**config.mk**
```make
export PLATFORM = sky130hd
export DESIGN_NAME = vector_line_engine
export DESIGN_NICKNAME = d
export VERILOG_FILES = /design/src/rtl/vector_pkg.sv /design/src/rtl/bresenham_step.sv /design/src/rtl/vector_line_engine.sv
export SDC_FILE = /design/constraint.sdc
export NUM_CORES = 1
export LEC_CHECK = 0
export ABC_AREA = 1
export BUFFER_PORTS_ARGS = -buffer_cell sky130_fd_sc_hd__buf_4
export CORE_ASPECT_RATIO = 1.2
export CORE_UTILIZATION = 42
export CTS_CLUSTER_DIAMETER = 40
export DETAILED_ROUTE_END_ITERATION = 12
export PLACE_DENSITY = 0.61
export SETUP_SLACK_MARGIN = 0.1
export SYNTH_ARGS = -nofsm -noshare
export SYNTH_HDL_FRONTEND = slang
export SYNTH_SLANG_ARGS = --single-unit
```
**constraint.sdc**
```tcl
create_clock -name clk -period 5.3 [get_ports clk]
set_input_delay 0.53 -clock clk [delete_from_list [all_inputs] [get_ports clk]]
set_output_delay 0.53 -clock clk [all_outputs]
set_load 0.01 [all_outputs]
```
**src/rtl/vector_pkg.sv**
```systemverilog
// Shared types for the vector display line engine: coordinate and error types,
// FSM state encoding and a small distance helper.
package vector_pkg;

  localparam int COORD_W = 12;

  typedef logic [COORD_W-1:0]        coord_t;
  typedef logic signed [COORD_W+1:0] err_t;

  typedef enum logic [1:0] {
    ST_IDLE,
    ST_JUMP,
    ST_DRAW,
    ST_DWELL
  } state_t;

  function automatic coord_t abs_diff(input coord_t a, input coord_t b);
    return (a >= b) ? coord_t'(a - b) : coord_t'(b - a);
  endfunction

endpackage

```
**src/rtl/bresenham_step.sv**
```systemverilog
// One Bresenham iteration: next beam position and error term from the current
// position, the precomputed deltas and step directions.
module bresenham_step
  import vector_pkg::*;
(
  input  coord_t     cur_x,
  input  coord_t     cur_y,
  input  coord_t     tgt_x,
  input  coord_t     tgt_y,
  input  err_t       dx,
  input  err_t       dy,
  input  err_t       err,
  input  logic       sx_neg,
  input  logic       sy_neg,
  output coord_t     nxt_x,
  output coord_t     nxt_y,
  output err_t       nxt_err,
  output logic       at_target
);

  localparam coord_t ONE = coord_t'(1);

  err_t e2;

  always_comb begin
    e2      = err <<< 1;
    nxt_x   = cur_x;
    nxt_y   = cur_y;
    nxt_err = err;
    // Both tests use the same e2, so a diagonal step applies both corrections.
    if (e2 >= dy) begin
      nxt_err = nxt_err + dy;
      nxt_x   = sx_neg ? coord_t'(cur_x - ONE) : coord_t'(cur_x + ONE);
    end
    if (e2 <= dx) begin
      nxt_err = nxt_err + dx;
      nxt_y   = sy_neg ? coord_t'(cur_y - ONE) : coord_t'(cur_y + ONE);
    end
  end

  assign at_target = (cur_x == tgt_x) && (cur_y == tgt_y);

endmodule

```
**src/rtl/vector_line_engine.sv**
```systemverilog
// Jump/draw command responder driving X/Y DAC codes and beam blank.
// Optional endpoint dwell state enabled by defining LINE_DWELL_EN.
module vector_line_engine
  import vector_pkg::*;
#(
  parameter int STEP_DIV     = 4,
  parameter int JUMP_SETTLE  = 64,
  parameter int DWELL_CYCLES = 16
) (
  input  logic   clk,
  input  logic   reset,
  input  coord_t x,
  input  coord_t y,
  input  logic   draw,
  input  logic   jump,
  output logic   ready,
  output coord_t dac_x,
  output coord_t dac_y,
  output logic   blank,
  output logic   dac_strobe
);

  localparam int CNT_MAX_A = (STEP_DIV > JUMP_SETTLE) ? STEP_DIV : JUMP_SETTLE;
  localparam int CNT_MAX   = (CNT_MAX_A > DWELL_CYCLES) ? CNT_MAX_A : DWELL_CYCLES;
  localparam int CNT_W     = $clog2(CNT_MAX + 1);

  localparam logic [CNT_W-1:0] STEP_LD   = CNT_W'(STEP_DIV - 1);
  localparam logic [CNT_W-1:0] SETTLE_LD = CNT_W'(JUMP_SETTLE - 1);
`ifdef LINE_DWELL_EN
  localparam logic [CNT_W-1:0] DWELL_LD  = CNT_W'(DWELL_CYCLES - 1);
`endif
  localparam logic [CNT_W-1:0] CNT_ONE   = CNT_W'(1);

  state_t           state_q, state_d;
  logic [CNT_W-1:0] cnt_q, cnt_d;
  coord_t           dac_x_q, dac_x_d;
  coord_t           dac_y_q, dac_y_d;
  err_t             err_q, err_d;
  logic             blank_q, blank_d;
  logic             strobe_q, strobe_d;
  logic             load_draw;

  coord_t tgt_x_q, tgt_y_q;
  err_t   dx_q, dy_q;
  logic   sx_neg_q, sy_neg_q;

  coord_t adx, ady;
  err_t   setup_dx, setup_dy;

  coord_t nxt_x, nxt_y;
  err_t   nxt_err;
  logic   at_target;

  // Draw setup from the command target and the current beam position
  assign adx      = abs_diff(x, dac_x_q);
  assign ady      = abs_diff(y, dac_y_q);
  assign setup_dx = err_t'({2'b00, adx});
  assign setup_dy = -err_t'({2'b00, ady});

  bresenham_step u_step (
    .cur_x     (dac_x_q),
    .cur_y     (dac_y_q),
    .tgt_x     (tgt_x_q),
    .tgt_y     (tgt_y_q),
    .dx        (dx_q),
    .dy        (dy_q),
    .err       (err_q),
    .sx_neg    (sx_neg_q),
    .sy_neg    (sy_neg_q),
    .nxt_x     (nxt_x),
    .nxt_y     (nxt_y),
    .nxt_err   (nxt_err),
    .at_target (at_target)
  );

  always_comb begin
    state_d   = state_q;
    cnt_d     = cnt_q;
    dac_x_d   = dac_x_q;
    dac_y_d   = dac_y_q;
    err_d     = err_q;
    blank_d   = blank_q;
    strobe_d  = 1'b0;
    load_draw = 1'b0;
    unique case (state_q)
      ST_IDLE: begin
        blank_d = 1'b1;
        if (jump) begin
          state_d  = ST_JUMP;
          cnt_d    = SETTLE_LD;
          dac_x_d  = x;
          dac_y_d  = y;
          strobe_d = 1'b1;
        end else if (draw) begin
          state_d   = ST_DRAW;
          cnt_d     = STEP_LD;
          err_d     = setup_dx + setup_dy;
          blank_d   = 1'b0;
          load_draw = 1'b1;
        end
      end
      ST_JUMP: begin
        if (cnt_q == '0) state_d = ST_IDLE;
        else             cnt_d   = cnt_q - CNT_ONE;
      end
      ST_DRAW: begin
        if (cnt_q != '0) begin
          cnt_d = cnt_q - CNT_ONE;
        end else if (!at_target) begin
          dac_x_d  = nxt_x;
          dac_y_d  = nxt_y;
          err_d    = nxt_err;
          strobe_d = 1'b1;
          cnt_d    = STEP_LD;
        end else begin
`ifdef LINE_DWELL_EN
          state_d = ST_DWELL;
          cnt_d   = DWELL_LD;
`else
          state_d = ST_IDLE;
          blank_d = 1'b1;
`endif
        end
      end
`ifdef LINE_DWELL_EN
      ST_DWELL: begin
        if (cnt_q == '0) begin
          state_d = ST_IDLE;
          blank_d = 1'b1;
        end else begin
          cnt_d = cnt_q - CNT_ONE;
        end
      end
`endif
      default: begin
        state_d = ST_IDLE;
        blank_d = 1'b1;
      end
    endcase
  end

  always_ff @(posedge clk) begin
    if (!reset) begin
      state_q  <= ST_IDLE;
      cnt_q    <= '0;
      dac_x_q  <= '0;
      dac_y_q  <= '0;
      err_q    <= '0;
      blank_q  <= 1'b1;
      strobe_q <= 1'b0;
    end else begin
      state_q  <= state_d;
      cnt_q    <= cnt_d;
      dac_x_q  <= dac_x_d;
      dac_y_q  <= dac_y_d;
      err_q    <= err_d;
      blank_q  <= blank_d;
      strobe_q <= strobe_d;
    end
  end

  // Line geometry is only meaningful while drawing, so it carries no reset
  always_ff @(posedge clk) begin
    if (load_draw) begin
      tgt_x_q  <= x;
      tgt_y_q  <= y;
      dx_q     <= setup_dx;
      dy_q     <= setup_dy;
      sx_neg_q <= (x < dac_x_q);
      sy_neg_q <= (y < dac_y_q);
    end
  end

  assign ready      = (state_q == ST_IDLE);
  assign dac_x      = dac_x_q;
  assign dac_y      = dac_y_q;
  assign blank      = blank_q;
  assign dac_strobe = strobe_q;

endmodule

```
==> Word level (Yosys, flattened, before mapping) <==
Cells that the tools add are included.
{ "totals": {"reg_bits": 101, "in_bits": 28, "wordCells": 106} }
{ "op_classes": {"addsub": 13, "n_lt_le_gt_ge": 6, "n_eq_ne": 16, "muxes": 45, "bitwise": 1, "reduce_logical": 12} }
{ "ops": {"columns": ["operator", "count"], "rows": [
  ["12-bit 2-to-1 mux", 12],
  ["14-bit 2-to-1 mux", 6],
  ["12-bit case mux with 2 select lines", 2],
  ["12-bit subtractor", 4],
  ["7-bit 2-to-1 mux", 5],
  ["14-bit case mux with 2 select lines", 1],
  ["12-bit by 1-bit adder with 12-bit output, second input constant", 2],
  ["12-bit == test", 2],
  ["12-bit >= comparator", 2],
  ["12-bit less-than comparator", 2],
  ["12-bit by 1-bit subtractor with 12-bit output, second input constant", 2],
  ["7-bit case mux with 3 select lines", 1],
  ["2-bit != test, second input constant", 8],
  ["5-bit AND reduction", 3],
  ["13-bit by 14-bit adder with 14-bit output", 1],
  ["14-bit by 13-bit adder with 14-bit output", 1],
  ["14-bit adder", 1],
  ["14-bit >= comparator", 1],
  ["14-bit by 13-bit <= comparator with 1-bit output", 1],
  ["12-bit negation with 14-bit output", 1],
  ["1-bit 2-to-1 mux", 10],
  ["2-bit 2-to-1 mux", 5],
  ["4-bit AND reduction", 2],
  ["7-bit logical NOT", 1],
  ["other kinds (15)", 17]
]} }

==> Logic depth before layout (Yosys ltp) <==
{ "depth": {"depth_word": 7, "ltp_mapped": 32, "mapped_depth_nobuf": 31} }

==> By module <==
A second synthesis with hierarchy kept.
{ "unflattened": {"cells_unflattened": 1710, "area_unflattened_um2": 11457.2} }
{ "modules_own_cells": {"columns": ["module", "instances", "cells_per_inst", "area_per_inst_um2"], "rows": [
  ["vector_line_engine", 1, 1001, 7367.1],
  ["bresenham_step", 1, 709, 4090.2]
]} }

==> Worst setup path after synthesis <==
OpenSTA, ideal clock, no wires.
{ "synth_timing": {"path_kind": "reg2reg", "from": "register state_q[0]", "to": "register err_q[8]", "setup_time_ps": 109, "t_arrival_ps": 4081, "setup_slack_ps": 1110, "path_stages_with_launch": 15, "path_buffers": 1, "synth_period_minus_slack_ps": 4190, "path_cell_list": "dfxtp_1 > inv_1 > ha_1 > inv_1 > nor2_1 > inv_1 > nor2_1 > a21oi_1 > nor2_1 > nand2_2 > inv_1 > buf_2 > o2111ai_1 > nand2_1 > inv_1"} }
{ "synth_between": {"elab_chain_len": 3} }
{ "synth_lines": {"columns": ["element", "line_no", "source"], "rows": [
  ["start, declared", "vector_line_engine.sv:34", "state_t state_q, state_d;"],
  ["start signal, assigned", "vector_line_engine.sv:152", "state_q <= state_d;"],
  ["2-bit logical NOT *", null, null],
  ["net ready", "vector_line_engine.sv:16", "output logic ready,"],
  ["2-bit != test (no source line) / 2-bit nonzero test (equally long branches)", null, null],
  ["5-bit AND reduction (no source line)", null, null],
  ["end signal, assigned", "vector_line_engine.sv:156", "err_q <= err_d;"],
  ["end, declared", "vector_line_engine.sv:38", "err_t err_q, err_d;"]
]} }
The timed path passes the listed nets; every way through them passes the cells marked *.
A chain may end at the register's enable or synchronous reset.

==> Worst setup path after layout <==
{ "layout_timing": {"from": "register dac_y_q[1], in the netlist dac_y[1]", "to": "register err_q[11]"} }
{ "layout_between": {"elab_chain_len": 7} }
{ "layout_lines": {"columns": ["element", "line_no", "source"], "rows": [
  ["start, declared", "vector_line_engine.sv:37", "coord_t dac_y_q, dac_y_d;"],
  ["start signal, assigned", "vector_line_engine.sv:155", "dac_y_q <= dac_y_d;"],
  ["12-bit subtractor / 12-bit >= comparator (equally long branches)", "vector_pkg.sv:18", "return (a >= b) ? coord_t'(a - b) : coord_t'(b - a);"],
  ["12-bit 2-to-1 mux *", "vector_pkg.sv:18", null],
  ["12-bit negation with 14-bit output *", "vector_line_engine.sv:58", "assign setup_dy = -err_t'({2'b00, ady});"],
  ["net setup_dy[8]", "vector_line_engine.sv:48", "err_t setup_dx, setup_dy;"],
  ["13-bit by 14-bit adder with 14-bit output *", "vector_line_engine.sv:97", "err_d = setup_dx + setup_dy;"],
  ["14-bit 2-to-1 mux *", "vector_line_engine.sv:94", "end else if (draw) begin"],
  ["14-bit 2-to-1 mux *", "vector_line_engine.sv:88", "if (jump) begin"],
  ["14-bit case mux with 2 select lines *", "vector_line_engine.sv:85", "unique case (state_q)"]
]} }
The timed path passes the listed nets; every way through them passes the cells marked *. The select of a mux whose other input is x is not followed.

==> impl_results.md <==
- GRT Overall Usage: a little under a quarter
- Required time worst endpoint: 5.58 ns
- Synth warn: 0
- GP Congestion: between 0.9 and 1
- Max Cap Viol: 0
- TritonCTS Buffers: 9
- Fin crit period: 4.48 ns
- Worst path bufs/invs: 2
- Slew @ Worst Pin: 0.873 ns
- CP Data Arrival Time: approximately 4.8 ns
- Die Y: around 180 um
- Share of layout cells above drive strength 1: 8.62%
- Die ar.: around 26,000 um2
- Worst-case clock buffer depth: 2
- H-tree lvl count: 3
- Worst-path clk slew: approximately 0.090 ns
- DRC: 0
- Synth top cells by count: nand2_1, inv_1, a21oi_1, ha_1, o21ai_0
- Crit-path max FO: 12
- Count leader, synth: nand2_1
- Hold-fix buffers, CTS: 0
- Final hold viol count: 0
- Yosys reg bits: 100
- First-pass GRT wire length: 48.1 mm
- Setup Viol. Count Final: 0
- Post-CTS resize count: 0
- Drt total wl: 30.0 mm
- Hpwl dp: 24.1 mm
- Largest net degree at the start of global routing: 54
- Yosys top cell area share: around 16%
- Antenna Cells: 0
- Dominant cell type by area after synthesis: ha_1
- Crit. End Element: flip-flop
- WL per Instance: ~16 um
- Seq/Total Area, Yosys: 23.9%
- # IOs: between 50 and 60
- Crit path launch type: flip-flop
- Number of flops mapped to enable cells by yosys: between 50 and 60
- WS Path Type: flip-flop to flip-flop
- Async S/R FF share, synth: 0%
- Root Driver: clkbuf_16
- PortBufs: 54
- Worst-Skew Late Latency: 0.37 ns
- Routed vias: 9,947
- Final ANT Viol Nets: 0
- Net Count, Synth: around 1.7k
- RSZ-0062 raised after global routing: no
- 1st-iter DRT viols: 518
- Syn Inst Count: 1,527
- Via count of the first global-routing pass: 9,625
- CP most frequent cell: nand2_1
- Clock net sink count: 100
- Post-Syn Area per Cell: slightly below 7 um2
- Initial core utilization: 42.8%
- Die X: about 150 um
- CTS tree: yes
- Core Area: 24,700 um2
- Grt ovf: 0
- Pre-antenna DRT Iters: 5
- Clock skew: ~0.024 ns
- Total setup buffers inserted after CTS: 0
- Top cells by area, synth: ha_1, edfxtp_1, nand2_1
- Slew headroom: a little over two fifths
- Initial antenna violation count: 0
- Fin crit share: 84.5%
- Mapped cell area: 10,600 um2
- Synth-to-layout area growth: 9.98%
- Main synth FF type: edfxtp_1
- Final Cell Area: 11,600 um2
- Vias/cell: 5.23
- Rows: 63
- Status: complete, no violations
- Final slew viol count: 0
- Max incr delay on CP: 0.50 ns
- Crit path max-delay cell type: dfxtp_1
- Final #Nets: 1,741
- F_max: 223 MHz
- Post-place instance area: between 10,000 and 15,000 um2
- CP top delay family: simple AND/OR/NAND/NOR gates
- Synth unique cells: 49
- Setup TNS Final: 0 ns
- Worst hold slack: 0.354 ns
- Tightest Hold Check Type: input port to flip-flop
worst paths after layout:
path                                            start                endpoint  slack (ns)  cells past startpoint
worst max-delay path            dac_y[1]$_SDFFE_PN0P_  err_q[11]$_SDFFE_PN0P_        0.82                     26
worst min-delay path                             x[9]    tgt_x_q[9]$_DFFE_PP_        0.35                      1
worst max register to register  dac_y[1]$_SDFFE_PN0P_  err_q[11]$_SDFFE_PN0P_        0.82                     26
worst min register to register  cnt_q[1]$_SDFFE_PN0P_   cnt_q[1]$_SDFFE_PN0P_        0.49                      2
through the flow:
step                std cells  util (%)  worst slack, ns
finish                   1902      47.1            0.822
global route             1902      47.1            0.418
CTS                      1902      47.1            0.823
detailed placement       1886      45.8            0.645
global placement         1886      45.8            0.763
floorplan                1527         -             1.11
sequential cells by signal (all words and copies together) (netlist names):
signal / count
blank: 1
cnt_q: 7
dac_strobe: 1
dac_x: 12
dac_y: 12
dx_q: 12
dy_q: 14
err_q: 13
state_q: 2
sx_neg_q: 1
sy_neg_q: 1
tgt_x_q: 12
tgt_y_q: 12
routing by layer:
| metal | routed length (um) | GRT usage [%] | part of all wire, % | up-vias |
|---|---|---|---|---|
| met5 | 0 | 0 | 0 | - |
| met2 | 15400 | 45.1 | 51 | 190 |
| met3 | 834 | 2.39 | 2.8 | 34 |
| met1 | 13100 | 27.6 | 44 | 4584 |
| li1 | - | - | - | 5139 |
| met4 | 592 | 7.20 | 2.0 | 0 |
layout by cell type, fill, tap and decap left out, drive strengths merged, types with 19 or more instances in the layout:
cell	count
ha	132
buf	60
dfxtp	48
nand3	96
nor3	19
edfxtp	52
nand4	24
nand2	391
a21oi	139
xnor2	34
xor2	42
inv	247
o21ai	97
nor2	81
cell type report:
cell class,instances,area [um2]
Clock buffer,10,250
Inverter,245,920
Tap cell,325,407
Fill cell,2578,13100
Sequential cell,100,2520
Multi-Input combinational cell,1156,7010
Timing Repair Buffer,60,450
Clock inverter,6,63.8
logic make-up after synthesis:
| group | synth area share [%] |
|---|---|
| adders and majority gates | 17.3 |
| AOI/OAI and AO/OA | 16.2 |
| xor gates and xnor gates | 6.30 |
| and+or+nand+nor | 26.3 |
| muxes | 0.0947 |
| DFF | 23.9 |
| buffers and inverters | 9.88 |
worst reg2reg max path, stage by stage, from the launching register on:
cell     delay [ns]
dfxtp_1        0.50
inv_1          0.19
fa_1           0.49
nand3_1        0.11
nand3_2        0.12
nand3_2        0.13
nand4_4        0.20
nand2_1        0.13
and2_4         0.15
ha_1           0.18
nand3_1        0.12
nor2_2         0.20
nand2_1        0.13
xnor2_1        0.17
ha_1           0.41
nand2_1        0.08
nor2_1         0.14
nand3_1        0.09
nand4_1        0.15
nand2_1        0.09
nand2_1        0.06
a21oi_1        0.07
or2_2          0.27
nand2_1        0.06
nand3_1        0.07
nand2_1        0.06
inv_1          0.03
Power is left out: the tool's default activity adds up to more than one toggle a clock period on the data nets, which glitch-free logic cannot reach.
